`src/rtl/axil_regfile_responder_if.sv`:
```
// AXI4-Lite bus bundle shared by the register-file responder and its master.
// The responder connects through the slave modport; BFMs and interconnects use master.
interface axil_regfile_responder_if #(
    parameter int DATA_W = 32,
    parameter int ADDR_W = 5
);
    logic [ADDR_W-1:0]   awaddr;
    logic [2:0]          awprot;
    logic                awvalid;
    logic                awready;

    logic [DATA_W-1:0]   wdata;
    logic [DATA_W/8-1:0] wstrb;
    logic                wvalid;
    logic                wready;

    logic [1:0]          bresp;
    logic                bvalid;
    logic                bready;

    logic [ADDR_W-1:0]   araddr;
    logic [2:0]          arprot;
    logic                arvalid;
    logic                arready;

    logic [DATA_W-1:0]   rdata;
    logic [1:0]          rresp;
    logic                rvalid;
    logic                rready;

    modport slave (
        input  awaddr, awprot, awvalid, output awready,
        input  wdata, wstrb, wvalid,    output wready,
        output bresp, bvalid,           input  bready,
        input  araddr, arprot, arvalid, output arready,
        output rdata, rresp, rvalid,    input  rready
    );

    modport master (
        output awaddr, awprot, awvalid, input  awready,
        output wdata, wstrb, wvalid,    input  wready,
        input  bresp, bvalid,           output bready,
        output araddr, arprot, arvalid, input  arready,
        input  rdata, rresp, rvalid,    output rready
    );
endinterface

```
`src/rtl/axil_regfile_responder.sv`:
```
// AXI4-Lite register-file responder with independent write and read FSMs and byte strobes.
// Define AXIL_REGFILE_SLVERR_EN to answer out-of-range accesses with SLVERR instead of OKAY.
module axil_regfile_responder #(
    parameter int C_S_AXI_DATA_WIDTH = 32,
    parameter int C_S_AXI_ADDR_WIDTH = 5,
    parameter int NUM_REGS           = 4
) (
    input  logic                                   S_AXI_ACLK,
    input  logic                                   S_AXI_ARESETN,
    axil_regfile_responder_if.slave                s_axi,
    output logic [C_S_AXI_DATA_WIDTH*NUM_REGS-1:0] reg_out
);
    localparam int DW = C_S_AXI_DATA_WIDTH;
    localparam int AW = C_S_AXI_ADDR_WIDTH;
    localparam int SW = DW / 8;
    localparam int IW = AW - 2;

    localparam logic [1:0] RESP_OKAY   = 2'b00;
    localparam logic [1:0] RESP_SLVERR = 2'b10;

    typedef enum logic { WR_IDLE, WR_RESP } wr_state_t;
    typedef enum logic { RD_IDLE, RD_RESP } rd_state_t;

    logic [DW-1:0] regs [NUM_REGS];

    wr_state_t     wr_state, wr_state_d;
    logic          aw_held, aw_held_d, w_held, w_held_d;
    logic [IW-1:0] awidx_q;
    logic [DW-1:0] wdata_q;
    logic [SW-1:0] wstrb_q;
    logic          awready_q, awready_d, wready_q, wready_d, bvalid_q, bvalid_d;
    logic [1:0]    bresp_q, bresp_d;

    logic          aw_hs, w_hs, commit;
    logic [IW-1:0] wr_idx;
    logic [DW-1:0] wr_data;
    logic [SW-1:0] wr_strb;
    logic [NUM_REGS-1:0] wr_hit;
    logic [1:0]    wr_resp;

    rd_state_t     rd_state, rd_state_d;
    logic          arready_q, arready_d, rvalid_q, rvalid_d;
    logic [DW-1:0] rdata_q, rdata_d, rd_word;
    logic [1:0]    rresp_q, rresp_d, rd_resp;
    logic          ar_hs;
    logic [IW-1:0] rd_idx;
    logic [NUM_REGS-1:0] rd_hit;

    logic unused_bits;
    assign unused_bits = ^{s_axi.awprot, s_axi.arprot, s_axi.awaddr[1:0], s_axi.araddr[1:0]};

    // ---------------- write path ----------------
    assign aw_hs   = s_axi.awvalid & awready_q;
    assign w_hs    = s_axi.wvalid & wready_q;
    assign wr_idx  = aw_held ? awidx_q : s_axi.awaddr[AW-1:2];
    assign wr_data = w_held ? wdata_q : s_axi.wdata;
    assign wr_strb = w_held ? wstrb_q : s_axi.wstrb;
    assign commit  = (wr_state == WR_IDLE) & (aw_held | aw_hs) & (w_held | w_hs);

    always_comb begin
        for (int i = 0; i < NUM_REGS; i++) begin
            wr_hit[i] = (wr_idx == IW'(i));
            rd_hit[i] = (rd_idx == IW'(i));
        end
    end

`ifdef AXIL_REGFILE_SLVERR_EN
    assign wr_resp = (|wr_hit) ? RESP_OKAY : RESP_SLVERR;
    assign rd_resp = (|rd_hit) ? RESP_OKAY : RESP_SLVERR;
`else
    assign wr_resp = RESP_OKAY;
    assign rd_resp = RESP_OKAY;
`endif

    always_ff @(posedge S_AXI_ACLK) begin
        // NOTE: every clocked assignment is non-blocking so all flops sample pre-edge values together.
        if (!S_AXI_ARESETN) begin
            wr_state  <= WR_IDLE;
            aw_held   <= 1'b0;
            w_held    <= 1'b0;
            awready_q <= 1'b0;
            wready_q  <= 1'b0;
            bvalid_q  <= 1'b0;
            bresp_q   <= RESP_OKAY;
        end else begin
            wr_state  <= wr_state_d;
            aw_held   <= aw_held_d;
            w_held    <= w_held_d;
            awready_q <= awready_d;
            wready_q  <= wready_d;
            bvalid_q  <= bvalid_d;
            bresp_q   <= bresp_d;
        end
    end

    // NOTE: payload holding registers need no reset; the held flags qualify them.
    always_ff @(posedge S_AXI_ACLK) begin
        if (aw_hs) awidx_q <= s_axi.awaddr[AW-1:2];
        if (w_hs) begin
            wdata_q <= s_axi.wdata;
            wstrb_q <= s_axi.wstrb;
        end
    end

    always_comb begin
        // NOTE: a default before the case keeps every path assigned, so no latch is inferred.
        wr_state_d = wr_state;
        case (wr_state)
            WR_IDLE: if (commit) wr_state_d = WR_RESP;
            WR_RESP: if (s_axi.bready) wr_state_d = WR_IDLE;
        endcase
    end

    always_comb begin
        aw_held_d = aw_held;
        w_held_d  = w_held;
        bresp_d   = bresp_q;
        awready_d = 1'b0;
        wready_d  = 1'b0;
        bvalid_d  = 1'b0;
        case (wr_state)
            WR_IDLE: begin
                if (commit) begin
                    aw_held_d = 1'b0;
                    w_held_d  = 1'b0;
                    bvalid_d  = 1'b1;
                    bresp_d   = wr_resp;
                end else begin
                    aw_held_d = aw_held | aw_hs;
                    w_held_d  = w_held | w_hs;
                    awready_d = ~(aw_held | aw_hs);
                    wready_d  = ~(w_held | w_hs);
                end
            end
            WR_RESP: begin
                if (s_axi.bready) begin
                    awready_d = 1'b1;
                    wready_d  = 1'b1;
                end else begin
                    bvalid_d  = 1'b1;
                end
            end
        endcase
    end

    // The register bank is architecturally visible, so it is cleared on reset.
    always_ff @(posedge S_AXI_ACLK) begin
        for (int i = 0; i < NUM_REGS; i++) begin
            if (!S_AXI_ARESETN) begin
                regs[i] <= '0;
            end else if (commit && wr_hit[i]) begin
                for (int b = 0; b < SW; b++) begin
                    if (wr_strb[b]) regs[i][8*b +: 8] <= wr_data[8*b +: 8];
                end
            end
        end
    end

    // ---------------- read path ----------------
    assign ar_hs  = s_axi.arvalid & arready_q;
    assign rd_idx = s_axi.araddr[AW-1:2];

    always_comb begin
        rd_word = '0;
        for (int i = 0; i < NUM_REGS; i++) begin
            if (rd_hit[i]) rd_word = regs[i];
        end
    end

    always_ff @(posedge S_AXI_ACLK) begin
        if (!S_AXI_ARESETN) begin
            rd_state  <= RD_IDLE;
            arready_q <= 1'b0;
            rvalid_q  <= 1'b0;
            rdata_q   <= '0;
            rresp_q   <= RESP_OKAY;
        end else begin
            rd_state  <= rd_state_d;
            arready_q <= arready_d;
            rvalid_q  <= rvalid_d;
            rdata_q   <= rdata_d;
            rresp_q   <= rresp_d;
        end
    end

    always_comb begin
        rd_state_d = rd_state;
        case (rd_state)
            RD_IDLE: if (ar_hs) rd_state_d = RD_RESP;
            RD_RESP: if (s_axi.rready) rd_state_d = RD_IDLE;
        endcase
    end

    always_comb begin
        arready_d = (rd_state_d == RD_IDLE);
        rvalid_d  = (rd_state_d == RD_RESP);
        rdata_d   = rdata_q;
        rresp_d   = rresp_q;
        if (ar_hs) begin
            rdata_d = rd_word;
            rresp_d = rd_resp;
        end
    end

    // ---------------- outputs ----------------
    assign s_axi.awready = awready_q;
    assign s_axi.wready  = wready_q;
    assign s_axi.bvalid  = bvalid_q;
    assign s_axi.bresp   = bresp_q;
    assign s_axi.arready = arready_q;
    assign s_axi.rvalid  = rvalid_q;
    assign s_axi.rdata   = rdata_q;
    assign s_axi.rresp   = rresp_q;

    for (genvar i = 0; i < NUM_REGS; i++) begin : g_reg_out
        assign reg_out[DW*i +: DW] = regs[i];
    end
endmodule

```
`src/flat_wrapper.sv`:
```
// flat-port wrapper written by rule: the top's interface ports become plain ports
module axil_regfile_responder_flat 
#(
    parameter int C_S_AXI_DATA_WIDTH = 32,
    parameter int C_S_AXI_ADDR_WIDTH = 5,
    parameter int NUM_REGS           = 4
)
  (S_AXI_ACLK, S_AXI_ARESETN, reg_out, s_axi_awaddr, s_axi_awprot, s_axi_awvalid, s_axi_awready, s_axi_wdata, s_axi_wstrb, s_axi_wvalid, s_axi_wready, s_axi_bresp, s_axi_bvalid, s_axi_bready, s_axi_araddr, s_axi_arprot, s_axi_arvalid, s_axi_arready, s_axi_rdata, s_axi_rresp, s_axi_rvalid, s_axi_rready);
  axil_regfile_responder_if s_axi_i ();
  input  logic S_AXI_ACLK;
  input  logic S_AXI_ARESETN;
  output logic [C_S_AXI_DATA_WIDTH*NUM_REGS-1:0] reg_out;
  input wire logic [$bits(s_axi_i.awaddr)-1:0] s_axi_awaddr;
  input wire logic [$bits(s_axi_i.awprot)-1:0] s_axi_awprot;
  input wire logic [$bits(s_axi_i.awvalid)-1:0] s_axi_awvalid;
  output wire logic [$bits(s_axi_i.awready)-1:0] s_axi_awready;
  input wire logic [$bits(s_axi_i.wdata)-1:0] s_axi_wdata;
  input wire logic [$bits(s_axi_i.wstrb)-1:0] s_axi_wstrb;
  input wire logic [$bits(s_axi_i.wvalid)-1:0] s_axi_wvalid;
  output wire logic [$bits(s_axi_i.wready)-1:0] s_axi_wready;
  output wire logic [$bits(s_axi_i.bresp)-1:0] s_axi_bresp;
  output wire logic [$bits(s_axi_i.bvalid)-1:0] s_axi_bvalid;
  input wire logic [$bits(s_axi_i.bready)-1:0] s_axi_bready;
  input wire logic [$bits(s_axi_i.araddr)-1:0] s_axi_araddr;
  input wire logic [$bits(s_axi_i.arprot)-1:0] s_axi_arprot;
  input wire logic [$bits(s_axi_i.arvalid)-1:0] s_axi_arvalid;
  output wire logic [$bits(s_axi_i.arready)-1:0] s_axi_arready;
  output wire logic [$bits(s_axi_i.rdata)-1:0] s_axi_rdata;
  output wire logic [$bits(s_axi_i.rresp)-1:0] s_axi_rresp;
  output wire logic [$bits(s_axi_i.rvalid)-1:0] s_axi_rvalid;
  input wire logic [$bits(s_axi_i.rready)-1:0] s_axi_rready;
  assign s_axi_i.awaddr = s_axi_awaddr;
  assign s_axi_i.awprot = s_axi_awprot;
  assign s_axi_i.awvalid = s_axi_awvalid;
  assign s_axi_awready = s_axi_i.awready;
  assign s_axi_i.wdata = s_axi_wdata;
  assign s_axi_i.wstrb = s_axi_wstrb;
  assign s_axi_i.wvalid = s_axi_wvalid;
  assign s_axi_wready = s_axi_i.wready;
  assign s_axi_bresp = s_axi_i.bresp;
  assign s_axi_bvalid = s_axi_i.bvalid;
  assign s_axi_i.bready = s_axi_bready;
  assign s_axi_i.araddr = s_axi_araddr;
  assign s_axi_i.arprot = s_axi_arprot;
  assign s_axi_i.arvalid = s_axi_arvalid;
  assign s_axi_arready = s_axi_i.arready;
  assign s_axi_rdata = s_axi_i.rdata;
  assign s_axi_rresp = s_axi_i.rresp;
  assign s_axi_rvalid = s_axi_i.rvalid;
  assign s_axi_i.rready = s_axi_rready;
  axil_regfile_responder #(.C_S_AXI_DATA_WIDTH(C_S_AXI_DATA_WIDTH), .C_S_AXI_ADDR_WIDTH(C_S_AXI_ADDR_WIDTH), .NUM_REGS(NUM_REGS)) u_core (.S_AXI_ACLK(S_AXI_ACLK), .S_AXI_ARESETN(S_AXI_ARESETN), .s_axi(s_axi_i), .reg_out(reg_out));
endmodule
```
`config.mk`:
```
export PLATFORM = sky130hd
export DESIGN_NAME = axil_regfile_responder_flat
export DESIGN_NICKNAME = d
export VERILOG_FILES = /design/src/rtl/axil_regfile_responder_if.sv /design/src/rtl/axil_regfile_responder.sv /design/src/flat_wrapper.sv
export SDC_FILE = /design/constraint.sdc
export NUM_CORES = 1
export LEC_CHECK = 0
export CORE_MARGIN = 5
export CORE_UTILIZATION = 45
export DETAILED_ROUTE_END_ITERATION = 16
export GPL_TIMING_DRIVEN = 0
export MAX_ROUTING_LAYER = met4
export PLACE_DENSITY = 0.77
export SYNTH_ARGS = -nofsm -noshare
export SYNTH_HDL_FRONTEND = slang
export SYNTH_SLANG_ARGS = --single-unit
```
`constraint.sdc`:
```
create_clock -name S_AXI_ACLK -period 1.76 [get_ports S_AXI_ACLK]
set_input_delay 0.176 -clock S_AXI_ACLK [delete_from_list [all_inputs] [get_ports S_AXI_ACLK]]
set_output_delay 0.176 -clock S_AXI_ACLK [all_outputs]
set_load 0.02 [all_outputs]
```
==> After elaboration in Yosys (flattened, before gate mapping) <==
Memories as Yosys holds them, arrays and structs flattened.
Cells that the tools add are included.
{ "totals": {"in_bits": 59, "out_inout_bits": 169, "register_bits": 78, "memories": 1, "word_cells": 141, "mem_bits_rw": 128} }
{ "classes": {"bitwise": 28, "n_eq_ne": 6, "reduce_logical": 6, "muxes": 89} }
{ "memory_table": {"columns": ["name", "words", "word_bits", "rd", "rd_ports_with_merged_regs", "wr", "line_no", "text"], "rows": [
  ["u_core.regs", 4, 32, 4, 0, 4, "axil_regfile_responder.sv:24", "logic [DW-1:0] regs [NUM_REGS];"]
]} }
{ "ops": {"columns": ["cell", "count"], "rows": [
  ["$mux W32", 5],
  ["$mux W8", 16],
  ["$mux W1", 62],
  ["$or A1 B1 Y1", 18],
  ["$eq A3 B2 Y1 const B", 4],
  ["$pmux W1 S2", 4],
  ["$eq A3 B1 Y1 const B", 2],
  ["$logic_not A3 Y1", 2],
  ["$and A1 B1 Y1", 5],
  ["$not A1 Y1", 5],
  ["$logic_and A1 B1 Y1", 4],
  ["$mux W4", 1],
  ["$mux W3", 1]
]} }

==> Depth between registers and ports, before layout <==
{ "logic_depth": {"depth_word": 9, "mapped_depth": 6, "mapped_depth_nobuf": 3} }

==> Least setup slack after synthesis <==
OpenSTA, ideal clock, no wires.
{ "synth_path": {"path_kind": "register -> register", "startpoint": "reg u_core.awready_q (netlist: u_core.s_axi.awready)", "endpoint": "mem u_core.regs[0][0] in the netlist's numbering (enable)", "n_path_buf": 1, "slack_ps": -255, "synth_period_minus_slack_ps": 2015, "setup_time_ps": 384, "arrival_time_ps": 1631, "path_stages_with_launch": 5, "required_time_ps": 1376, "path_cell_list": "dfxtp_1 nor4bb_1 buf_2 o22ai_2 o21ai_0"} }
{ "synth_rtl": {"columns": ["item", "line_no", "text"], "rows": [
  ["start, declared", "axil_regfile_responder.sv:31", "logic awready_q, awready_d, wready_q, wready_d, bvalid_q, bvalid_d;"],
  ["start signal, assigned", "axil_regfile_responder.sv:89", "awready_q <= awready_d;"],
  ["end, declared", "axil_regfile_responder.sv:24", null]
]} }

==> metrics.json <==
{
  "detailedPlace.worstSlack": {"value": -0.686, "unit": "ns"},
  "gp_congestion": {"value": 0.924},
  "r2r-start": {"value": "u_core.aw_held"},
  "min_path_type": {"value": "in2reg"},
  "final_layout_size_suffix_gt1_frac": {"value": 0.224},
  "antennaDiodeCount": {"value": 0},
  "tritoncts_clock_tree": {"value": "yes"},
  "grt-ovfl-total": {"value": 0},
  "clk_path_buf_depth": {"value": 3},
  "regToRegEndpoint": {"value": "u_core.regs[2][17]"},
  "synth_warnings": {"value": 0},
  "finalHoldViolations": {"value": 0},
  "ff2ff_setup_slack": {"value": -0.02, "unit": "ns"},
  "failed_checks": {"value": "negative setup slack"},
  "core": {"value": 0.0195, "unit": "mm²"},
  "finalWirelength": {"value": 29.6, "unit": "mm"},
  "dr.pass1.iters": {"value": 5},
  "grt_pass1_wl": {"value": 43.9, "unit": "mm"},
  "finalMaxSlewViolations": {"value": 0},
  "vias": {"value": 7401},
  "detail-route-antenna-nets": {"value": 0},
  "maxClockFrequency": {"value": 563, "unit": "MHz"},
  "synth_area_per_cell": {"value": 12.7, "unit": "µm²"},
  "report.power.total": {"value": 0.0121, "unit": "W"},
  "worst_hold_startpoint": {"value": "s_axi_wdata[31]"},
  "worst_ep_required_time": {"value": 1.93, "unit": "ns"},
  "worst_ir_drop_vdd": {"value": 729, "unit": "µV"},
  "start_util": {"value": 0.459},
  "worstMarginPinSlew": {"value": 0.874, "unit": "ns"},
  "synth_cells": {"value": 704},
  "detailed_place_hpwl": {"value": 21.9, "unit": "mm"},
  "ctsRootBufferMaster": {"value": "clkbuf_16"},
  "path_class": {"value": "reg2reg"},
  "cp.arrival": {"value": 1.95, "unit": "ns"},
  "final_period_minus_worst_setup_slack": {"value": 1.78, "unit": "ns"},
  "via_count_normalized_by_instance_count": {"value": 5.98},
  "drc_errors": {"value": 0},
  "height_of_the_die": {"value": 151, "unit": "µm"},
  "buffer_ports.inserted": {"value": 212},
  "synth.distinct_cells": {"value": 36},
  "fp.dieW": {"value": 151, "unit": "µm"},
  "synth_area": {"value": 0.00896, "unit": "mm²"},
  "setup_slack": {"value": -0.0156, "unit": "ns"},
  "finalClockSkew": {"value": 0.00839, "unit": "ns"},
  "async_reset_ff_frac": {"value": 0},
  "yosysSeqAreaShare": {"value": 0.646},
  "ys_dominant_reg_cell": {"value": "edfxtp_1"},
  "number_of_enable_type_register_cells_in_the_synthesized_netlist": {"value": 167},
  "critPathMaxFanout": {"value": 8},
  "final_cycle_share": {"value": 1.01},
  "flip_flop_and_latch_count_after_synthesis": {"value": 206},
  "maxCapViolCount": {"value": 0},
  "drt_iter0_markers": {"value": 886},
  "layout_area_overhead": {"value": 45.1, "unit": "%"},
  "worstHoldEndpoint": {"value": "u_core.wdata_q[31]"},
  "cts_buffers": {"value": 22},
  "setup.worst_path.start_class": {"value": "flop"},
  "rsz0062_at_grt": {"value": "true"},
  "power.static_leakage": {"value": 4.43, "unit": "nW"},
  "fp-row-count": {"value": 51},
  "clkLatencyLatePin": {"value": 0.50, "unit": "ns"},
  "final.fill_count": {"value": 1395},
  "setup_crit_end_kind": {"value": "flop"},
  "grt_start_max_net_pins": {"value": 38},
  "hold_slack": {"value": 0.251, "unit": "ns"},
  "cts_hold_repair.buffers": {"value": 0},
  "design.final.nets": {"value": 1015},
  "areal_power_density_over_the_cells": {"value": 929, "unit": "mW/mm²"},
  "die_area": {"value": 0.0228, "unit": "mm²"},
  "clock_sink_count": {"value": 206},
  "wire_per_inst": {"value": 24.0, "unit": "µm"},
  "setup_viol": {"value": 19},
  "grt_pass1_vias": {"value": 7280},
  "hold_path_cells": {"value": 1},
  "outcome": {"value": "finished with violations"},
  "clkTransAtPathRegs": {"value": 0.06, "unit": "ns"},
  "worstRegToRegCells": {"value": 5},
  "h-tree-depth": {"value": 1},
  "grt.total_usage": {"value": 0.261},
  "io-pin-count": {"value": 228},
  "slew-limit-headroom": {"value": 0.417},
  "grt_antenna_before_repair": {"value": 0}
}
layout make-up:
type                       instances  area [µm²]  area share
inverter                           3        11.3    0.000866
clock buffer                      35         661      0.0508
tap                              265         332      0.0255
buffer                            67         534      0.0411
clock inverter                     5        53.8     0.00414
sequential                       206        5800       0.446
multi-input combinational        427        3280       0.252
timing repair buffer             229        2340       0.180
layout by cell type, fill, tap and decap left out, types with 4 or more instances in the layout:
cell type        instances
clkdlybuf4s50_1        207
edfxtp_1               167
nor3_1                 100
a21oi_1                 69
dfxtp_1                 37
a32oi_1                 35
o21ai_0                 34
mux2_2                  32
and3b_1                 28
nor3_2                  28
clkbuf_1                26
clkbuf_16               23
buf_4                   19
a31oi_2                 18
o21ai_4                 16
buf_2                   13
buf_8                   12
nor2_1                   9
nand2_1                  8
buf_6                    8
buf_12                   6
a31oi_1                  6
dlymetal6s2s_1           5
and2_1                   4
nand4b_1                 4
nor2b_1                  4
o22ai_4                  4
clkbuf_2                 4
a32oi_2                  4
conb_1                   4
clkbuf_8                 4
metrics by stage:
stage / utilization / cells / TNS (ns) / instance area [µm²]
finish: 0.666 / 1237 / -0.176 / 13000
global route: 0.666 / 1237 / -7.56 / 13000
CTS: 0.649 / 1239 / -0.156 / 12700
detailed placement: 0.588 / 1184 / -129.27 / 11500
global placement: 0.588 / 1184 / -121.90 / 11500
floorplan: - / 707 / -5.27 / 9030
critical path, cell delays in order, from the launching register on:
cell	delay [ns]
dfxtp_2	0.33
nor4bb_2	0.25
buf_4	0.23
o22ai_4	0.15
buf_8	0.19
o21ai_4	0.30
cells in the mapped netlist (10+ instances only):
library cell  number  share of area
buf_8             10          0.017
dfxtp_1           39          0.087
nor3_1           130          0.073
and3b_1           29          0.028
a21oi_1           69          0.039
o21ai_0           37          0.021
a32oi_1           39          0.038
a31oi_1           24          0.017
clkbuf_1          26          0.011
edfxtp_1         167           0.56
o21ai_1           13         0.0073
buf_2             22          0.012
mux2_2            32          0.040
what timing repair did:
| action | 4_1_cts | 5_1_grt |
|---|---|---|
| gates resized for setup | 59 | 85 |
| pin swaps | 14 | 11 |
| endpoints found under the setup margin | 204 | 235 |
| buffers inserted | 14 | 2 |
| cloned | 1 | 0 |
flip-flops by register name (all words and copies together) (netlist names):
name / flops
u_core.wstrb_q: 4
u_core.regs: 128
u_core.w_held: 1
u_core.aw_held: 1
u_core.s_axi.awready: 1
u_core.rd_state: 1
u_core.awidx_q: 3
u_core.s_axi.rdata: 32
u_core.s_axi.arready: 1
u_core.s_axi.bvalid: 1
u_core.s_axi.wready: 1
u_core.wdata_q: 32
report_power, final:
part           switching, W  internal, W
combinational       0.00112     0.000776
clock               0.00182      0.00272
sequential         0.000160      0.00550
per-layer routing:
layer | global-route usage | wire length [µm]
met3 | 0.0407 | 2640
met4 | 0.0979 | 1170
met5 | - | 0
met2 | 0.419 | 14600
met1 | 0.338 | 11200
cells by family (layout without fill, tap and decap cells):
logic type / count (synthesis) / count (layout) / synth area share
buffers and inverters: 74 / 339 / 0.0526
AND/OR/NAND/NOR: 197 / 197 / 0.126
flip-flops: 206 / 206 / 0.646
other: 1 / 4 / 0.000418
multiplexers: 33 / 33 / 0.0413
AO/OA/AOI/OAI: 193 / 193 / 0.133
worst max-delay path by stage:
stage | start | slack [ns] | end | cells past startpoint
floorplan | u_core.s_axi.awready | -0.05 | u_core.regs[1][0] | 5
global placement | s_axi_awvalid | -0.66 | u_core.regs[3][25] | 6
detailed placement | s_axi_awvalid | -0.69 | u_core.regs[3][27] | 6
CTS | u_core.aw_held | -0.02 | u_core.regs[2][1] | 5
global route | u_core.aw_held | -0.12 | u_core.regs[2][16] | 5
finish | u_core.aw_held | -0.02 | u_core.regs[2][17] | 5
(Power assumes the default switching activity.)
